**src/rtl/guess_engine_pkg.sv**
```systemverilog
// Purpose : shared CM-bus protocol bytes and guess_engine state encoding.
// Latency : n/a (types, constants and helpers only).
// Backpressure: n/a.
package guess_engine_pkg;

   // CM bus protocol bytes
   localparam logic [7:0] CM_START = 8'h01;
   localparam logic [7:0] CM_BEGIN = 8'h02;
   localparam logic [7:0] CM_YES   = 8'h03;
   localparam logic [7:0] CM_NO    = 8'h04;
   localparam logic [7:0] CM_END   = 8'h05;

   // 3-bit encoding; code 3'd7 is unused and parks like IDLE.
   typedef enum logic [2:0] {
      ST_IDLE       = 3'd0,
      ST_SEND_BEGIN = 3'd1,
      ST_SEND_DATA  = 3'd2,
      ST_SEND_END   = 3'd3,
      ST_WAIT_REPLY = 3'd4,
      ST_DONE       = 3'd5,
      ST_ERROR      = 3'd6
   } state_e;

   // States in which the engine owns the bus.
   function automatic logic is_driving(input state_e s);
      return (s == ST_SEND_BEGIN) || (s == ST_SEND_DATA) || (s == ST_SEND_END);
   endfunction

   // Anything that is not resting or terminal counts as busy.
   function automatic logic is_busy(input state_e s);
      return !((s == ST_IDLE) || (s == ST_DONE) || (s == ST_ERROR));
   endfunction

endpackage

```
**src/rtl/guess_engine_tracker.sv**
```systemverilog
// Purpose : reply-latency counter plus slowest-NO tracker (max_latency / max_guess).
// Latency : all outputs registered; counter and max update one cycle after the strobe.
// Backpressure: none; strobes are single-cycle and always accepted.
// Ports   : lat_clr/lat_inc drive the counter, no_evt requests a compare-and-load of
//           the current latency against max_latency, cur_guess is stored on a load.
module guess_latency_tracker #(
   parameter int CNT_W = 16,
   parameter int GW    = 16
) (
   input  logic             clk,
   input  logic             rst,
   input  logic             lat_clr,
   input  logic             lat_inc,
   input  logic             no_evt,
   input  logic [GW-1:0]    cur_guess,
   output logic [CNT_W-1:0] latency,
   output logic [CNT_W-1:0] max_latency,
   output logic [GW-1:0]    max_guess
);

   logic [CNT_W-1:0] latency_q, latency_d;
   logic [CNT_W-1:0] max_latency_q, max_latency_d;
   logic [GW-1:0]    max_guess_q, max_guess_d;

   always_comb begin
      latency_d     = latency_q;
      max_latency_d = max_latency_q;
      max_guess_d   = max_guess_q;

      // Clear wins over increment; the counter sticks at all-ones.
      if (lat_clr) begin
         latency_d = '0;
      end else if (lat_inc && (latency_q != '1)) begin
         latency_d = latency_q + 1'b1;
      end

      // Strictly greater: an equal latency keeps the earlier guess.
      if (no_evt && (latency_q > max_latency_q)) begin
         max_latency_d = latency_q;
         max_guess_d   = cur_guess;
      end
   end

   always_ff @(posedge clk or posedge rst) begin
      if (rst) begin
         latency_q     <= '0;
         max_latency_q <= '0;
         max_guess_q   <= '0;
      end else begin
         latency_q     <= latency_d;
         max_latency_q <= max_latency_d;
         max_guess_q   <= max_guess_d;
      end
   end

   assign latency     = latency_q;
   assign max_latency = max_latency_q;
   assign max_guess   = max_guess_q;

endmodule

```
**src/rtl/guess_engine.sv**
```systemverilog
// Purpose : drives framed multi-byte guesses onto the CM bus and waits for YES/NO with
//           timeout and bounded retry; tracks the slowest rejected guess.
// Latency : first frame byte appears the cycle after START is sampled; all outputs registered.
// Backpressure: none; the bus peer paces the engine only through YES/NO/timeout.
// Ports   : clk/rst (async, active-high); data_in/data_out/drive_en to cm_bus_if;
//           guess_out, max_latency, max_guess, done, error, busy are status for LED/debug.
module guess_engine
   import guess_engine_pkg::*;
#(
   parameter int GUESS_BYTES = 2,
   parameter int CNT_W       = 16,
   parameter int TIMEOUT     = 1000,
   parameter int MAX_RETRY   = 3
) (
   input  logic                     clk,
   input  logic                     rst,
   input  logic [7:0]               data_in,
   output logic [7:0]               data_out,
   output logic                     drive_en,
   output logic [8*GUESS_BYTES-1:0] guess_out,
   output logic [CNT_W-1:0]         max_latency,
   output logic [8*GUESS_BYTES-1:0] max_guess,
   output logic                     done,
   output logic                     error,
   output logic                     busy
);

   localparam int GW      = 8 * GUESS_BYTES;
   localparam int RETRY_W = (MAX_RETRY < 1) ? 1 : $clog2(MAX_RETRY + 1);

   localparam logic [1:0]         LAST_IDX  = 2'(GUESS_BYTES - 1);
   localparam logic [CNT_W-1:0]   TO_LAST   = CNT_W'(TIMEOUT - 1);
   localparam logic [RETRY_W-1:0] RETRY_MAX = RETRY_W'(MAX_RETRY);

   state_e             state_q, state_d;
   logic [1:0]         idx_q, idx_d;
   logic [RETRY_W-1:0] retry_q, retry_d;
   logic [GW-1:0]      guess_q, guess_d;
   logic [7:0]         data_out_q, data_out_d;
   logic               drive_en_q, drive_en_d;
   logic               done_q, done_d;
   logic               error_q, error_d;
   logic               busy_q, busy_d;

   logic [CNT_W-1:0]   latency;
   logic               in_wait;
   logic               got_yes;
   logic               got_no;
   logic               no_evt;
   logic [GW-1:0]      guess_sh;

   // data_in is only acted on in IDLE and WAIT_REPLY, so our own echo is ignored.
   assign in_wait = (state_q == ST_WAIT_REPLY);
   assign got_yes = (data_in == CM_YES);
   assign got_no  = (data_in == CM_NO);
   assign no_evt  = in_wait && got_no;

   always_comb begin
      state_d = state_q;
      idx_d   = idx_q;
      retry_d = retry_q;
      guess_d = guess_q;

      case (state_q)
         ST_IDLE: begin
            if (data_in == CM_START) begin
               state_d = ST_SEND_BEGIN;
            end
         end
         ST_SEND_BEGIN: begin
            state_d = ST_SEND_DATA;
            idx_d   = '0;
         end
         ST_SEND_DATA: begin
            if (idx_q == LAST_IDX) begin
               state_d = ST_SEND_END;
            end else begin
               idx_d = idx_q + 2'd1;
            end
         end
         ST_SEND_END: begin
            state_d = ST_WAIT_REPLY;
         end
         ST_WAIT_REPLY: begin
            // A reply on the timeout cycle takes priority over the timeout.
            if (got_yes) begin
               state_d = ST_DONE;
            end else if (got_no) begin
               retry_d = '0;
               if (guess_q == '1) begin
                  state_d = ST_ERROR;
               end else begin
                  guess_d = guess_q + 1'b1;
                  state_d = ST_SEND_BEGIN;
               end
            end else if (latency == TO_LAST) begin
               if (retry_q == RETRY_MAX) begin
                  state_d = ST_ERROR;
               end else begin
                  retry_d = retry_q + 1'b1;
                  state_d = ST_SEND_BEGIN;
               end
            end
         end
         ST_DONE:  state_d = ST_DONE;
         ST_ERROR: state_d = ST_ERROR;
         default:  state_d = ST_IDLE;
      endcase

      // Outputs are decoded from the next state so they are registered yet
      // line up with the state they describe.
      guess_sh   = guess_d >> (8 * (GUESS_BYTES - 1 - int'(idx_d)));
      drive_en_d = is_driving(state_d);
      busy_d     = is_busy(state_d);
      done_d     = (state_d == ST_DONE);
      error_d    = (state_d == ST_ERROR);
      case (state_d)
         ST_SEND_BEGIN: data_out_d = CM_BEGIN;
         ST_SEND_DATA:  data_out_d = guess_sh[7:0];
         ST_SEND_END:   data_out_d = CM_END;
         default:       data_out_d = 8'h00;
      endcase
   end

   always_ff @(posedge clk or posedge rst) begin
      if (rst) begin
         state_q    <= ST_IDLE;
         idx_q      <= '0;
         retry_q    <= '0;
         guess_q    <= '0;
         data_out_q <= 8'h00;
         drive_en_q <= 1'b0;
         done_q     <= 1'b0;
         error_q    <= 1'b0;
         busy_q     <= 1'b0;
      end else begin
         state_q    <= state_d;
         idx_q      <= idx_d;
         retry_q    <= retry_d;
         guess_q    <= guess_d;
         data_out_q <= data_out_d;
         drive_en_q <= drive_en_d;
         done_q     <= done_d;
         error_q    <= error_d;
         busy_q     <= busy_d;
      end
   end

   // Latency restarts as the END byte goes out, so it counts whole WAIT_REPLY cycles.
   guess_latency_tracker #(
      .CNT_W (CNT_W),
      .GW    (GW)
   ) u_tracker (
      .clk         (clk),
      .rst         (rst),
      .lat_clr     (state_q == ST_SEND_END),
      .lat_inc     (in_wait),
      .no_evt      (no_evt),
      .cur_guess   (guess_q),
      .latency     (latency),
      .max_latency (max_latency),
      .max_guess   (max_guess)
   );

   assign data_out  = data_out_q;
   assign drive_en  = drive_en_q;
   assign guess_out = guess_q;
   assign done      = done_q;
   assign error     = error_q;
   assign busy      = busy_q;

endmodule
```
**config.mk**
```make
export PLATFORM = sky130hd
export DESIGN_NAME = guess_engine
export DESIGN_NICKNAME = d
export VERILOG_FILES = /design/src/rtl/guess_engine_pkg.sv /design/src/rtl/guess_engine_tracker.sv /design/src/rtl/guess_engine.sv
export SDC_FILE = /design/constraint.sdc
export NUM_CORES = 1
export LEC_CHECK = 0
export ABC_AREA = 1
export ABC_CLOCK_PERIOD_IN_PS = 3500
export CAP_MARGIN = 25
export CORE_ASPECT_RATIO = 2
export CORE_MARGIN = 2
export CORE_UTILIZATION = 45
export DETAILED_ROUTE_END_ITERATION = 10
export PLACE_DENSITY = 0.68
export RECOVER_POWER = 25
export REMOVE_ABC_BUFFERS = 1
export SETUP_SLACK_MARGIN = 0.3
export SYNTH_ARGS = -nofsm -noshare
export SYNTH_HDL_FRONTEND = slang
export SYNTH_SLANG_ARGS = --single-unit
```
**constraint.sdc**
```tcl
create_clock -name clk -period 3.5 [get_ports clk]
set_input_delay 0.875 -clock clk [delete_from_list [all_inputs] [get_ports clk]]
set_output_delay 0.875 -clock clk [all_outputs]
set_load 0.03 [all_outputs]
```
After elaboration in Yosys (flattened, before gate mapping). Cells that the tools add are included.

Word-level logic and storage cells: 73. Output and inout bits: 60. Bits of input ports: 10. Bits in registers: 83.

Bitwise logic cells: 1. Muxes and demuxes: 20. Magnitude comparators: 1. Eq/ne operators: 20. Reduce and logical (&&, ||, !) cells: 13. Shifts and indexed selects: 1. $add $sub $neg: 5.

Operators with widths (number): $mux 16 (6); $add 16x1->16 const B (2); $shr 16x32->8 (1); $pmux 8 s3 (1); $mux 3 (7); $pmux 3 s7 (1); $eq 16x10->1 const B (1); $eq 16x16->1 const B (1); $gt 16x16->1 (1); $ne 16x16->1 const B (1); $eq 3x3->1 const B (5); $eq 3x2->1 const B (4); $eq 8x1->1 const B (1); $eq 8x2->1 const B (1); $eq 8x3->1 const B (1); $mux 2 (4); $eq 3x1->1 const B (2); $logic_not 3->1 (2); $add 2x1->2 const B (2); $logic_or 1x1->1 (4); $pmux 2 s2 (1); $reduce_and 4->1 (1); $reduce_bool 2->1 (2); $logic_and 1x1->1 (3); 6 further kinds (6).

Logic depth before layout (Yosys ltp).
Depth in word-level cells: 10. Mapped depth: 13. Gate-level depth less buffers: 13.

Hierarchy. A second synthesis with hierarchy kept.

Cell total of the unflattened synthesis: 662. Area total of the unflattened synthesis: 4927.2 µm².

By module, submodules not included: guess_latency_tracker (area an instance 2735.1 µm², times used 1, cells an instance 348, sequential area each 1201.2 µm²); guess_engine (area an instance 2192.1 µm², times used 1, cells an instance 314, sequential area each 875.8 µm²).

Worst setup path after synthesis. Ideal clock, no wire load.

Path kind: in2reg. From: input port data_in[3]. To: register u_tracker.max_latency_q[5] (netlist: u_tracker.max_latency[5]). Stages on the path: 11. Slack: 1.413 ns. Setup time: 0.126 ns. Data required time: 3.374 ns. Buffers on the path: 1. Arrival time: 1.961 ns. Cell sequence: inv_1 > nand2_1 > nor2_1 > nand2_4 > nor2_8 > inv_2 > nor2_1 > nand2_2 > buf_2 > nand2_1 > o21ai_1.

Cells in the longest elaborated chain, start to end: 3.

RTL lines: from (decl) (RTL line guess_engine.sv:17) `input logic [7:0] data_in,`; $eq 8x3->1 (RTL line guess_engine.sv:55) `assign got_no = (data_in == CM_NO);`; $logic_and 1x1->1 (RTL line guess_engine.sv:56) `assign no_evt = in_wait && got_no;`; $logic_and 1x1->1 (RTL line guess_engine_tracker.sv:38) `if (no_evt && (latency_q > max_latency_q)) begin`; to (signal assigned) (RTL line guess_engine_tracker.sv:51) `max_latency_q <= max_latency_d;`; to (decl) (RTL line guess_engine_tracker.sv:22) `logic [CNT_W-1:0] max_latency_q, max_latency_d;`.

No other way between the ends. A chain may end at the register's enable or synchronous reset.

Final worst setup path.
From: input port data_in[2]. To: register data_out_q[6] (netlist: data_out[6]).

Cells in the longest elaborated chain, start to end: 6. Elaborated cells on any way between the ends: 15. Classes of those cells: 6 x eq/ne; 1 x shift; 8 x mux.

RTL lines: $eq 8x3->1 (RTL line guess_engine.sv:55); $mux 16 or $mux 3 (tied branches) (RTL line guess_engine.sv:88) `end else if (got_no) begin`; $mux 16 or $mux 3 (tied branches) (RTL line guess_engine.sv:86) `if (got_yes) begin`; $mux 16 or $pmux 3 s7 (tied branches) (RTL line guess_engine.sv:64) `case (state_q)`; $shr 16x32->8, or another cell as far along (RTL line guess_engine.sv:112) `guess_sh = guess_d >> (8 * (GUESS_BYTES - 1 - int'(idx_d)));`; $pmux 8 s3 (*) (RTL line guess_engine.sv:117) `case (state_d)`; net data_out_d[6] (RTL line guess_engine.sv:39) `logic [7:0] data_out_q, data_out_d;`; to (signal assigned) (RTL line guess_engine.sv:141) `data_out_q <= data_out_d;`; to (decl) (RTL line guess_engine.sv:39).

Mark *: on every way through the listed nets, which the timed path passes. The rest lies on a longest branch.

==> metrics.txt <==
status=finished, final reports clean; Leakage=0.00280 uW; fraction of registers with async set/reset=100%; total negative slack=0 ns; Core ar.=0.0104 mm2; Routed WL=12200 um; Antenna diodes=0; Comb pwr share=30.7%; WP data required=3.77 ns; first-pass GRT wire length=19600 um; Cell Area, Synth=0.00475 mm2; Synth Area in XOR/XNOR=1.84%; sw frac=35.3%; TritonCTS Buffers=9; top cells by area, synth=dfrtp_1 (44%), nand2_1 (11%), inv_1 (7.2%); final hold viol count=0; wire length per cell=15.0 um; Post-CTS Setup Inserts=0; switching power=1110 uW; routed wl met2=6720 um; worst clock skew=0.00924 ns; Chip Width=76.7 um; relative max-transition margin=49.2%; Main synth FF type=dfrtp_1; CTS tree=done; Setup-failing EPs final=0; Hold Path Cell Cnt=2; most frequent cells after synthesis=nand2_1 (142), inv_1 (91), dfrtp_1 (83); post-DP HPWL=9380 um; Hold-fix buffers, CTS=0; crit-path most repeated cell=nor2_1; placed inst area=0.00560 mm2; Worst Max-Slew Pin Slew=0.762 ns; H-tree Lvls=3; fin area=0.00591 mm2; Met1 Wirelength=4420 um; share of the synthesized area in the top cell type=43.7%; WP depth=13; post-synthesis mux area share=0%; Via density=5.16; RSZ-0062 raised after global routing=no; vias in the first global route=4223; number of antenna violations at the first check in global routing=0; Worst setup EP type=register; boundary pin count=70; Vert. Die Dim=149 um; final slew viol count=0; flop2flop setup slack=1.05 ns; critical path's top delay family=simple AND/OR/NAND/NOR gates; max layer used=met4; adder-cell share of the synthesized area=5.00%; Initial Util=45.7%; Post-Synth Simple-Gate Area=29.8%; CTS max path bufs=2; total track usage=22.0%; WHS=0.496 ns; Worst Hold Path EP=u_tracker.max_guess[3]; Power Dens Cells=531 mW/mm2; nets@finish=701; site row count=53; RePlAce Congestion=0.908; highest fanout seen on the critical path=6; detailed router's first-iteration violation count=234; Synth Area in Compound Gates=10.9%; reg2reg start=u_tracker.latency[13]; YS warnings=0; Mapped Cells=598; Yosys top cell by area=dfrtp_1; most common cell in the synthesized netlist=nand2_1; Post-DRT Antenna Nets=0; critical path cell sequence=clkdlybuf4s50_1, inv_1, nor2_1, nand2_1, nor2_1, nor2_1, nand2_1, nand2_1, o21bai_4, nand3_4, clkinv_2, nand2_2, nor2_1; drt drc=0; share of layout cells above drive strength 1=9.01%; Clock Latency Late Sink=0.35 ns; CP Data Arrival Time=2.74 ns; fmax=405 MHz; largest family of logic cells by synthesized area=simple AND/OR/NAND/NOR gates; Clock Sinks=83; peak supply drop=466 uV; post_cts resized=0; worst path bufs/invs=3; Flop pwr share=36.2%; max cap viols=0; CP Launch Type=input pin; clock power share=33.1%; vias post-DR=4198; syn avg cell area=7.95 um2; min-delay src=u_tracker.max_guess[3]; r2r endpoint=u_tracker.max_latency[3]; Die Area=0.0115 mm2; Layout area overhead=24.3%; r2r worst-path depth=10; slowest stage cell, crit path=clkdlybuf4s50_1; Netlist cell types=45; Power Internal=2030 uW; GR Overflow Total=0; Yosys reg bits=83; Clock transition at path regs=0.06 ns; post-synthesis sequential area ratio=43.7%; PortBufs=69; Pre-antenna DRT Iters=4; Clock Tree Root=clkbuf_16; Post-synth EDFFs=0; Hold Crit Class=register to register; fin crit period=2.47 ns; largest net degree at the start of global routing=84; fin crit share=70.5%; critical path type=input pin to register; CP peak stage delay=0.48 ns; routed wl met3=446 um
-- layer usage --
layer  GRT usage, %  vias up
met5              0        -
met4           14.2        0
met3           4.24       40
met2           41.2      108
met1           21.6     1970
li1               -     2080
-- power by group through the flow --
| stage | Clock (uW) | Combinational, uW | Sequential (uW) |
|---|---|---|---|
| 2_1_floorplan | 0 | 586 | 1250 |
| 6_report | 1040 | 964 | 1130 |
| 4_1_cts | 1050 | 1000 | 1130 |
| 3_5_place_dp | 0 | 994 | 1150 |
| 3_3_place_gp | 0 | 988 | 1150 |
| 5_1_grt | 1100 | 1070 | 1150 |
-- sequential cells by signal (all words and copies together), names as in the netlist --
register	count
u_tracker.max_latency	16
retry_q	2
u_tracker.max_guess	16
data_out	8
busy	1
guess_out	16
idx_q	2
done	1
error	1
drive_en	1
u_tracker.latency	16
state_q	3
-- how the worst max path moves through the flow --
stage | endpoint | from | slack [ns]
6_report | data_out[6] | data_in[2] | 1.03
5_1_grt | data_out[6] | data_in[2] | 0.92
4_1_cts | data_out[6] | data_in[2] | 1.03
3_5_place_dp | data_out[6] | data_in[2] | 0.67
3_3_place_gp | u_tracker.max_latency[12] | data_in[1] | 0.76
2_1_floorplan | busy | rst | 0.49
-- through the flow --
step	setup slack (ns)	std cells	utilization, %	power, uW
2_1_floorplan	0.488	589	-	1830
3_3_place_gp	0.763	798	53.8	2140
3_5_place_dp	0.668	798	53.8	2140
4_1_cts	1.03	814	56.9	3190
5_1_grt	0.925	814	56.8	3310
6_report	1.03	814	56.8	3140
-- cell families after synthesis --
kind of cell | after synthesis
buf+inv | 105
xor+xnor | 10
flops | 83
compound gates | 87
fa+ha+maj | 19
simple gates | 294
-- cells in the final DEF, fill, tap and decap left out, types with 5 or more instances in the layout --
| master | n |
|---|---|
| nand2_1 | 142 |
| inv_1 | 90 |
| dfrtp_1 | 83 |
| clkdlybuf4s50_1 | 68 |
| nor2_1 | 50 |
| o21ai_1 | 41 |
| nand3_1 | 35 |
| ha_1 | 19 |
| a21oi_1 | 17 |
| nand4_1 | 14 |
| nor3_1 | 14 |
| o21ai_0 | 12 |
| xor2_1 | 10 |
| nand2_2 | 9 |
| clkbuf_16 | 9 |
| nor2_4 | 7 |
| nand2_4 | 5 |
-- area by class of cell --
| class | instances | area (um2) |
|---|---|---|
| clock buffer | 10 | 239 |
| fill | 973 | 4500 |
| inverter | 96 | 365 |
| tap | 137 | 171 |
| multi-input combinational | 410 | 2240 |
| timing repair buffer | 72 | 726 |
| sequential | 83 | 2080 |
| clock inverter | 6 | 88.8 |
-- worst min-delay path, delay by kind of cell, from the launching register on --
| kind | cells | cell delay, ns |
|---|---|---|
| simple gates | 1 | 0.05 |
| flops | 1 | 0.35 |
| compound gates | 1 | 0.06 |
Note: power is estimated with default switching activity, not from simulation.
